File: config.mk
export PLATFORM = sky130hd
export DESIGN_NAME = adder_pc4
export DESIGN_NICKNAME = d
export VERILOG_FILES = /design/src/rtl/rv_pkg.sv /design/src/rtl/pc_inc_comb.sv /design/src/rtl/adder_pc4.sv
export SDC_FILE = /design/constraint.sdc
export NUM_CORES = 1
export LEC_CHECK = 0
export BUFFER_PORTS_ARGS = -buffer_cell sky130_fd_sc_hd__buf_2
export CAP_MARGIN = 10
export CORE_ASPECT_RATIO = 0.75
export CORE_MARGIN = 2
export CORE_UTILIZATION = 45
export DETAILED_ROUTE_END_ITERATION = 12
export GPL_ROUTABILITY_DRIVEN = 0
export PLACE_DENSITY = 0.78
export SLEW_MARGIN = 20
export SYNTH_ARGS = -nofsm -noshare
export SYNTH_HDL_FRONTEND = slang
export SYNTH_SLANG_ARGS = --single-unit
File: constraint.sdc
create_clock -name clk -period 1.6 [get_ports clk]
set_clock_uncertainty 0.1 [all_clocks]
set_input_delay 0.08 -clock clk [delete_from_list [all_inputs] [get_ports clk]]
set_output_delay 0.08 -clock clk [all_outputs]
set_load 0.1 [all_outputs]
File: src/rtl/rv_pkg.sv
// Shared RISC-V fetch-stage constants: datapath width, sequential PC step
// and the value the registered next-PC holds while in reset.
package rv_pkg;

    localparam int XLEN         = 32;
    localparam int PC_INC       = 4;
    localparam int PC_RESET_VAL = 0;

endpackage : rv_pkg

File: src/rtl/pc_inc_comb.sv
// Combinational PC incrementer: next-PC, wrap-around carry and a
// misalignment flag. The flag is informational only; the sum is produced
// for any pc, and trap handling is left to the consumer.
module pc_inc_comb
    import rv_pkg::*;
#(
    parameter int XLEN = rv_pkg::XLEN,
    parameter int INC  = PC_INC
) (
    input  logic [XLEN-1:0] pc,
    output logic [XLEN-1:0] pc_next,
    output logic            carry,
    output logic            misaligned
);

    // One extra bit so the wrap-out is visible as the MSB of the sum.
    localparam logic [XLEN:0] INC_EXT = (XLEN+1)'(INC);

    logic [XLEN:0] sum;

    // Full-width add; X on pc propagates untouched to every output.
    always_comb begin
        sum        = {1'b0, pc} + INC_EXT;
        pc_next    = sum[XLEN-1:0];
        carry      = sum[XLEN];
        misaligned = |pc[1:0];
    end

endmodule : pc_inc_comb

File: src/rtl/adder_pc4.sv
// Fetch-stage PC incrementer. Combinational pc + INC for the PC mux, plus
// an en-gated registered copy for pipelined fetch with a valid flag that
// marks the first capture after reset.
module adder_pc4
    import rv_pkg::*;
#(
    parameter int XLEN = rv_pkg::XLEN,
    parameter int INC  = PC_INC
) (
    input  logic            clk,
    input  logic            rst_n,
    input  logic [XLEN-1:0] pc,
    input  logic            en,
    output logic [XLEN-1:0] pc_next,
    output logic            carry,
    output logic            misaligned,
    output logic [XLEN-1:0] pc_next_q,
    output logic            carry_q,
    output logic            valid_q
);

    localparam logic [XLEN-1:0] RESET_PC = XLEN'(PC_RESET_VAL);

    pc_inc_comb #(
        .XLEN (XLEN),
        .INC  (INC)
    ) u_pc_inc_comb (
        .pc         (pc),
        .pc_next    (pc_next),
        .carry      (carry),
        .misaligned (misaligned)
    );

    // Capture the incremented PC and its carry whenever en is high.
    // NOTE: non-blocking assignments keep every register sampling the
    // pre-edge values, so ordering of statements cannot create races.
    // NOTE: reset is asynchronous, so a mid-cycle rst_n drop clears the
    // stage immediately and any capture pending for the next edge is lost.
    always_ff @(posedge clk or negedge rst_n) begin
        if (!rst_n) begin
            pc_next_q <= RESET_PC;
            carry_q   <= 1'b0;
            valid_q   <= 1'b0;
        end else if (en) begin
            pc_next_q <= pc_next;
            carry_q   <= carry;
            valid_q   <= 1'b1;
        end
    end

endmodule : adder_pc4

==> reports/metrics.cfg, run 1 <==
[cts]
clock_sinks=34
cts_buffer_depth=2
clockRootBuffer=clkbuf_8
cts_made_buffers=5
h-tree-depth=2

[yosys]
yosys.area.top_type_share=0.419
ys_top_cells_by_area=dfrtp_1 (42%), mux2_2 (7.8%), nor2_1 (4.8%)
synth.distinct_cells=34
synth-seq-cells=34
ys_warn_count=0
syn_area_per_cell_um2=9.19
syn_area_um2=2030
synthCells=221
synth.largest_area_cell=dfrtp_1
synth_fp_nets=257
seq_area_frac_synth=0.419

[run_status]
haltStage=5_1_grt
status=aborted with a tool error
error=[ERROR DPL-0038] Utilization greater than 100%, impossible to legalize

[timing]
worst_path_end_type=top-level output
worst_endpoint=pc_next[27]

[global_routing]
grt_max_degree=35

[placement]
io_buffers=102
hpwlAfterDp_um=5930

[die]
std_cell_rows=21
die_x_um=81.6
io-pin-count=103
start_util=0.463
die_h_um=62.2

-- synthesized netlist by cell type, drive strengths merged --
master,number
dfrtp,34
nor4,4
ha,1
and3,6
and2,2
nor2,26
o31ai,6
a31oi,15
nor3,3
and4,7
clkbuf,6
xnor2,8
nand2,24
a21o,1
a31o,1
xor2,7
or4,6
o21ai,6
or2,2
or3,5
nand3,11
clkinv,1
nand4,11
a221o,2
inv,5
mux2,14
buf,7
-- what timing repair did --
item	CTS
pin swaps	20
gates cloned	1
gates resized for setup	47
hold buffers	3
setup endpoints to repair	20
endpoints found under the hold margin	36
buffers inserted	8
-- per-stage QoR --
stage / hold slack, ns / setup slack, ns / std cells / area, um^2 / TNS, ns
after floorplan: -0.316 / -0.383 / 221 / 2480 / -1.86
after global placement: 0.0934 / -0.143 / 423 / 3810 / -0.999
after detailed placement: 0.0962 / -0.194 / 423 / 3810 / -2.04
after CTS: 0.000952 / -0.0411 / 443 / 4200 / -0.109
-- kinds of logic after synthesis --
family,count (synthesis),synth area share
adders and majority gates,1,0.00616
AOI/OAI and AO/OA,31,0.101
muxes,14,0.0776
DFF,34,0.419
xor gates and xnor gates,15,0.0647
buffers and inverters,19,0.0462
and+or+nand+nor,107,0.285
==> run 2: changes to the inputs <==
Settings changed: CORE_ASPECT_RATIO 0.75 to unset, CORE_UTILIZATION 45 to 30, PLACE_DENSITY 0.78 to unset, PLACE_DENSITY_LB_ADDON set to 0.15.
==> run 2 against run 1 <==
Area after synthesis stayed put; the flow now finishes, with violations (negative setup slack); synthesized cell count stayed put.
==> reports/metrics.cfg, run 2 <==
[cts]
clkLatencyLatePin_ns=0.29
clock_sinks=34  ; unchanged
cts_buffer_depth=2  ; unchanged
clockRootBuffer=clkbuf_8  ; unchanged
cts_made_buffers=5  ; unchanged
tritoncts=done
path_clk_slew_ns=0.07
h-tree-depth=2  ; unchanged

[global_routing]
grt_max_degree=20
grt.total_usage=0.200
gr-total-overflow=0
grt_pass1_vias=2375
grt_pass1_wl_um=11700
antenna_found_initial=0

[timing]
period_share=1.01
hold_viol_final=0
relSlewSlack=0.671
final.setup.tns_ns=-0.0601
period_minus_slack_ns=1.62
slew_viol_final=0
worstMarginPinSlew_ns=0.493
fmax_ghz=0.616
final-setup-viol-count=3
layout_setup_ws_ns=-0.0225
rsz0062_at_grt=yes

[finish]
drive_gt1_frac=0.667
final_cell_area_um2=4280
fillers=516
fin_cells=467
layout.cells.most_common=buf_2
layout_common_cells=buf_2 (67), buf_4 (56), dfrtp_1 (34), buf_12 (28), nor2_1 (24)
largest_reg_flops=32
largest-register=pc_next_q
reg_top3=pc_next_q (32), carry_q (1), valid_q (1)
nets=426
area_growth_pct=111
diodes=0

[yosys]
async_flop_share=1.00  ; unchanged
ys_top_cells_by_area=dfrtp_1 (42%), mux2_2 (7.8%), nor2_1 (4.8%)  ; unchanged
synth.most_common_cell=dfrtp_1  ; unchanged
synthCells=221  ; unchanged
synth.largest_area_cell=dfrtp_1  ; unchanged
synth.distinct_cells=34  ; unchanged
seq_area_frac_synth=0.419  ; unchanged
syn_area_um2=2030  ; unchanged
synth_fp_nets=257  ; unchanged
synth_common_cells=dfrtp_1 (34), nor2_1 (26), nand2_1 (23)  ; unchanged
ys.flop_type=dfrtp_1  ; unchanged
synth-edff-count=0  ; unchanged
syn_area_per_cell_um2=9.19  ; unchanged
ys_warn_count=0  ; unchanged
synth-seq-cells=34  ; unchanged
yosys.area.top_type_share=0.419  ; unchanged

[worst_setup_path]
cpMaxStageDelayCell=o31ai_1
end_kind=output pin
critPathMaxStageDelay_ns=0.25
crit_fanout=6
crit_arrival_ns=1.44
worstPathCellList=buf_8 > ha_4 > and4_4 > nand3_4 > buf_6 > o31ai_1 > buf_4 > nand2_4 > buf_12
cp.required_ns=1.42
r2r-start=pc_next_q[27]$_DFFE_PN0P_
r2r_cells=1
cp-startpoint=pc[3]
worstSetupPathType=input port to output pin
worstSetupStartpointType=input port

[flow_run]
maxCapViolCount=0

[placement]
dp_slack_ns=-0.167  ; was -0.194 ns
hpwlAfterDp_um=5630  ; was 5930 um
io_buffers=102  ; unchanged
place_area_um2=3900  ; was 3810 um^2
place_inst=451  ; was 423

[die]
start_util=0.314  ; was 0.463
die_area_um2=7440
die_x_um=86.3  ; was 81.6 um
die_h_um=86.3  ; was 62.2 um
std_cell_rows=29  ; was 21
io-pin-count=103  ; unchanged
core-area_um2=6460

[pwr]
finalPower_w=0.00336
power.share.clock=0.186
power_frac_seq=0.291
p_leak_nw=1.96
ir_drop_mv=0.599
cell_internal_pwr_w=0.00171
power_density_nw_per_um2=786
p_comb_frac=0.522
p_sw_frac=0.493
switchingPower_w=0.00166

[hold_path]
min_path_cells=2
min_from=en
hold_path_class=input port to flip-flop

[routing]
postRouteAntennaNets=0
drt-initial-drc-count=65
wl_um=7250
num_vias=2348
routed_via_density=5.03
post_drt_wl_per_cell_um=15.5
drcViolationCount=0
dr.pass1.iters=4

[run_status]
violations=negative setup slack
status=finished with violations  ; was aborted with a tool error

run 2: cell counts after synthesis:
Identical to the previous run, type by type.
run 2: worst paths after layout:
| kind | slack, ns | to |
|---|---|---|
| worst min register to register | 0.37 | valid_q$_DFFE_PN0P_ |
| max in group asynchronous | 0.61 | pc_next_q[26]$_DFFE_PN0P_ |
| worst max-delay path | -0.02 | pc_next[28] |
| min in group asynchronous | 0.18 | pc_next_q[28]$_DFFE_PN0P_ |
| worst max register to register | 0.65 | pc_next_q[27]$_DFFE_PN0P_ |
| worst min-delay path | 0.03 | pc_next_q[1]$_DFFE_PN0P_ |
run 2: logic make-up after synthesis:
logic type | count (synthesis) | share of synthesized area
AOI/OAI and AO/OA | 31 | 0.101
adders and majority gates | 1 | 0.00616
and+or+nand+nor | 107 | 0.285
xor gates and xnor gates | 15 | 0.0647
DFF | 34 | 0.419
buffers and inverters | 19 | 0.0462
muxes | 14 | 0.0776
run 2: through the flow:
stage	hold slack, ns	utilization
after global routing	0.0446	0.663
final	0.0327	0.663
after detailed placement	-0.0237	0.603
after global placement	-0.0345	0.603
after CTS	0.0317	0.641
after floorplan	-0.316	-
run 2: routing by layer:
layer | vias up | GRT usage | wire [um]
met5 | - | 0 | 0
met4 | 0 | 0.0526 | 85
met3 | 9 | 0.0448 | 511
met2 | 84 | 0.338 | 3640
met1 | 1110 | 0.259 | 3010
li1 | 1145 | - | -
run 2: worst max-delay path: cells and delay by family:
family,cells,cell delay (ns)
compound gates,1,0.25
fa+ha+maj,1,0.13
buf+inv,4,0.57
simple gates,3,0.42
run 2: layout make-up:
| type | count | area (um^2) | area share |
|---|---|---|---|
| clock buffer | 5 | 68.8 | 0.0161 |
| multi-input combinational | 168 | 1640 | 0.383 |
| sequential | 34 | 851 | 0.199 |
| tap | 77 | 96.3 | 0.0225 |
| clock inverter | 2 | 10.0 | 0.00234 |
| inverter | 6 | 22.5 | 0.00526 |
| timing repair buffer | 175 | 1590 | 0.372 |
run 2: timing repair:
| action | 4_1_cts | 5_1_grt |
|---|---|---|
| hold endpoints to repair | 20 | 0 |
| gates resized for setup | 27 | 30 |
| setup buffers | 2 | 6 |
| pin swaps | 12 | 14 |
| hold buffers | 3 | 0 |
| endpoints found under the setup margin | 18 | 18 |
| gates cloned | 0 | 0 |
run 2: power by group through the flow:
| stage | logic, W | clock network (W) | registers [W] |
|---|---|---|---|
| final | 0.00176 | 0.000627 | 0.000980 |
| after global routing | 0.00182 | 0.000686 | 0.000992 |
| after CTS | 0.00173 | 0.000649 | 0.000982 |
| after detailed placement | 0.00170 | 0 | 0.000998 |
| after global placement | 0.00169 | 0 | 0.000993 |
| after floorplan | 0.000610 | 0 | 0.00159 |
(Power assumes the default switching activity.)
==> run 3: changes to the inputs <==
Settings changed: BUFFER_PORTS_ARGS -buffer_cell sky130_fd_sc_hd__buf_2 to -buffer_cell sky130_fd_sc_hd__buf_4, CAP_MARGIN 10 to unset.
==> run 3 against run 2 <==
The run still ends with negative setup slack left; non-clock buffer count increased by 5; setup slack improved by 0.016 ns; first-iteration DRC count increased by 63%; utilization increased by 1.3 points; sequential cell count unchanged; clock-buffer cell count increased by 1; sequential power increased by 0.6%; via count about the same; die area unchanged; worst hold slack got worse by 0.0016 ns; global-route usage decreased by 0.55 points; critical endpoint unchanged; largest cell class is now non-clock buffers.
==> reports/metrics.cfg, run 3 (synthesis gave the netlist of run 2 again) <==
[timing]
period_minus_slack_ns=1.61  ; was 1.62 ns
slew_viol_final=0  ; unchanged
rsz0062_at_grt=yes  ; unchanged
layout_setup_ws_ns=-0.00680  ; was -0.0225 ns
relSlewSlack=0.691  ; was 0.671
hold_viol_final=0  ; unchanged
fmax_ghz=0.622  ; was 0.616 GHz
final-setup-viol-count=2  ; was 3
hold_ws_ns=0.0311  ; was 0.0327 ns
worstMarginPinSlew_ns=0.464  ; was 0.493 ns
period_share=1.00  ; was 1.01

[finish]
largest-register=pc_next_q  ; unchanged
area_growth_pct=115  ; was 111%
diodes=0  ; unchanged
drive_gt1_frac=0.675  ; was 0.667
largest_reg_flops=32  ; unchanged
fin_cells=471  ; was 467
nets=431  ; was 426
regArea_um2=851  ; unchanged
fillers=517  ; was 516
multi_input_area_um2=1640  ; about the same
layout.cells.most_common=buf_4  ; was buf_2
layout_common_cells=buf_4 (131), dfrtp_1 (34), buf_6 (27), nor2_1 (24), a31oi_1 (15)  ; was buf_2 (67), buf_4 (56), dfrtp_1 (34), buf_12 (28), nor2_1 (24)
reg_top3=pc_next_q (32), carry_q (1), valid_q (1)  ; unchanged
final_util=0.676  ; was 0.663

[worst_setup_path]
r2r_cells=1  ; unchanged
r2r-start=pc_next_q[27]$_DFFE_PN0P_  ; unchanged
worstSetupEndpoint=pc_next[28]  ; unchanged
r2r_setup_slack_ns=0.65  ; about the same
worstSetupStartpointType=input port  ; unchanged
cp-startpoint=pc[11]  ; was pc[3]
end_kind=output pin  ; unchanged
cp.required_ns=1.42  ; about the same
worstSetupPathType=input port to output pin  ; unchanged
crit_fanout=7  ; was 6
worstReg2RegEnd=pc_next_q[27]$_DFFE_PN0P_  ; unchanged
crit_arrival_ns=1.43  ; was 1.44 ns

[routing]
drt-initial-drc-count=106  ; was 65
postRouteAntennaNets=0  ; unchanged
dr.pass1.iters=4  ; unchanged
wl_um=7100  ; was 7250 um
drcViolationCount=0  ; unchanged
routed_via_density=4.99  ; was 5.03
num_vias=2350  ; was 2348
post_drt_wl_per_cell_um=15.1  ; was 15.5 um

[cts]
tritoncts=done  ; unchanged
h-tree-depth=2  ; unchanged
path_clk_slew_ns=0.07  ; about the same
clockRootBuffer=clkbuf_8  ; unchanged
clock_sinks=34  ; unchanged
cts_made_buffers=5  ; unchanged
clkLatencyLatePin_ns=0.28  ; was 0.29 ns
cts_buffer_depth=2  ; unchanged

[hold_path]
hold_path_class=input port to flip-flop  ; unchanged

[global_routing]
grt.total_usage=0.194  ; was 0.200
gr-total-overflow=0  ; unchanged
grt_pass1_vias=2342  ; was 2375
grt_max_degree=35  ; was 20
antenna_found_initial=0  ; unchanged
grt_pass1_wl_um=11500  ; was 11700 um

[placement]
io_buffers=102  ; unchanged
dp_slack_ns=-0.236  ; was -0.167 ns
hpwlAfterDp_um=5540  ; was 5630 um
place_inst=455  ; was 451

[die]
die_h_um=86.3  ; unchanged
die_area_um2=7440  ; unchanged
std_cell_rows=29  ; unchanged
start_util=0.314  ; unchanged
io-pin-count=103  ; unchanged
die_x_um=86.3  ; unchanged
core-area_um2=6460  ; unchanged

[pwr]
finalPower_w=0.00341  ; was 0.00336 W
ir_drop_mv=0.702  ; was 0.599 mV
power_density_nw_per_um2=782  ; was 786 nW/um^2
p_leak_nw=2.00  ; was 1.96 nW

[run_status]
status=finished with violations  ; unchanged
violations=negative setup slack  ; unchanged

[flow_run]
maxCapViolCount=0  ; unchanged

==> run 3: cell count changes in the layout (fill, tap and decap cells not counted), moves of 2 or more <==
cell,before,now
buf_2,67,0
clkinv_2,2,0
buf_6,18,27
buf_8,3,6
buf_4,56,131
buf_12,28,13
==> run 3: per-layer routing <==
| metal | GRT usage | part of all wire | up-vias |
|---|---|---|---|
| met4 | 0.0469 | 0.012 | 0 |
| li1 | - | - | 1151 |
| met1 | 0.268 | 0.45 | 1115 |
| met2 | 0.314 | 0.48 | 76 |
| met5 | 0 | 0 | - |
| met3 | 0.0410 | 0.056 | 8 |
==> run 3: cell type report <==
| cell class | count | share of cell area |
|---|---|---|
| inverters | 6 | 0.00516 |
| multi-input cells | 168 | 0.377 |
| clock buffers | 6 | 0.0189 |
| flip-flops and latches | 34 | 0.195 |
| repair buffers | 180 | 0.382 |
| well taps | 77 | 0.0221 |
==> run 3: worst min-delay path by stage <==
stage	start	endpoint	slack, ns	cells past startpoint
5_1_grt	pc[29]	pc_next_q[29]$_DFFE_PN0P_	0.03	3
2_1_floorplan	rst_n	carry_q$_DFFE_PN0P_	-0.32	0
3_5_place_dp	rst_n	pc_next_q[28]$_DFFE_PN0P_	-0.03	1
4_1_cts	pc[23]	pc_next_q[23]$_DFFE_PN0P_	0.02	3
3_3_place_gp	rst_n	pc_next_q[23]$_DFFE_PN0P_	-0.04	1
6_report	pc[23]	pc_next_q[23]$_DFFE_PN0P_	0.03	3
==> run 3: what timing repair did <==
action / in CTS / in global routing
hold endpoints to repair: 36 / 0
setup buffers: 2 / 5
endpoints found under the setup margin: 21 / 21
hold buffers: 3 / 0
pin swaps: 16 / 13
gates cloned: 0 / 0
resized for setup: 67 / 37
==> run 3: worst max-delay path: stages <==
cell     delay, ns
buf_6         0.07
and4_4        0.26
buf_6         0.11
nand3_4       0.12
or4_4         0.52
nand2_4       0.09
buf_12        0.17
==> run 3: metrics by stage <==
stage,cell area (um^2),setup TNS (ns)
2_1_floorplan,2480,-1.86
4_1_cts,4180,-0.0579
3_5_place_dp,3790,-3.46
3_3_place_gp,3790,-2.54
5_1_grt,4360,-0.254
6_report,4360,-0.0130
==> run 3: power breakdown <==
group	leakage, nW	switching (W)	internal [W]
sequential	0.389	0.0000465	0.000940
clock	0.0431	0.000315	0.000332
combinational	1.57	0.00127	0.000507
total	2.00	0.00164	0.00178
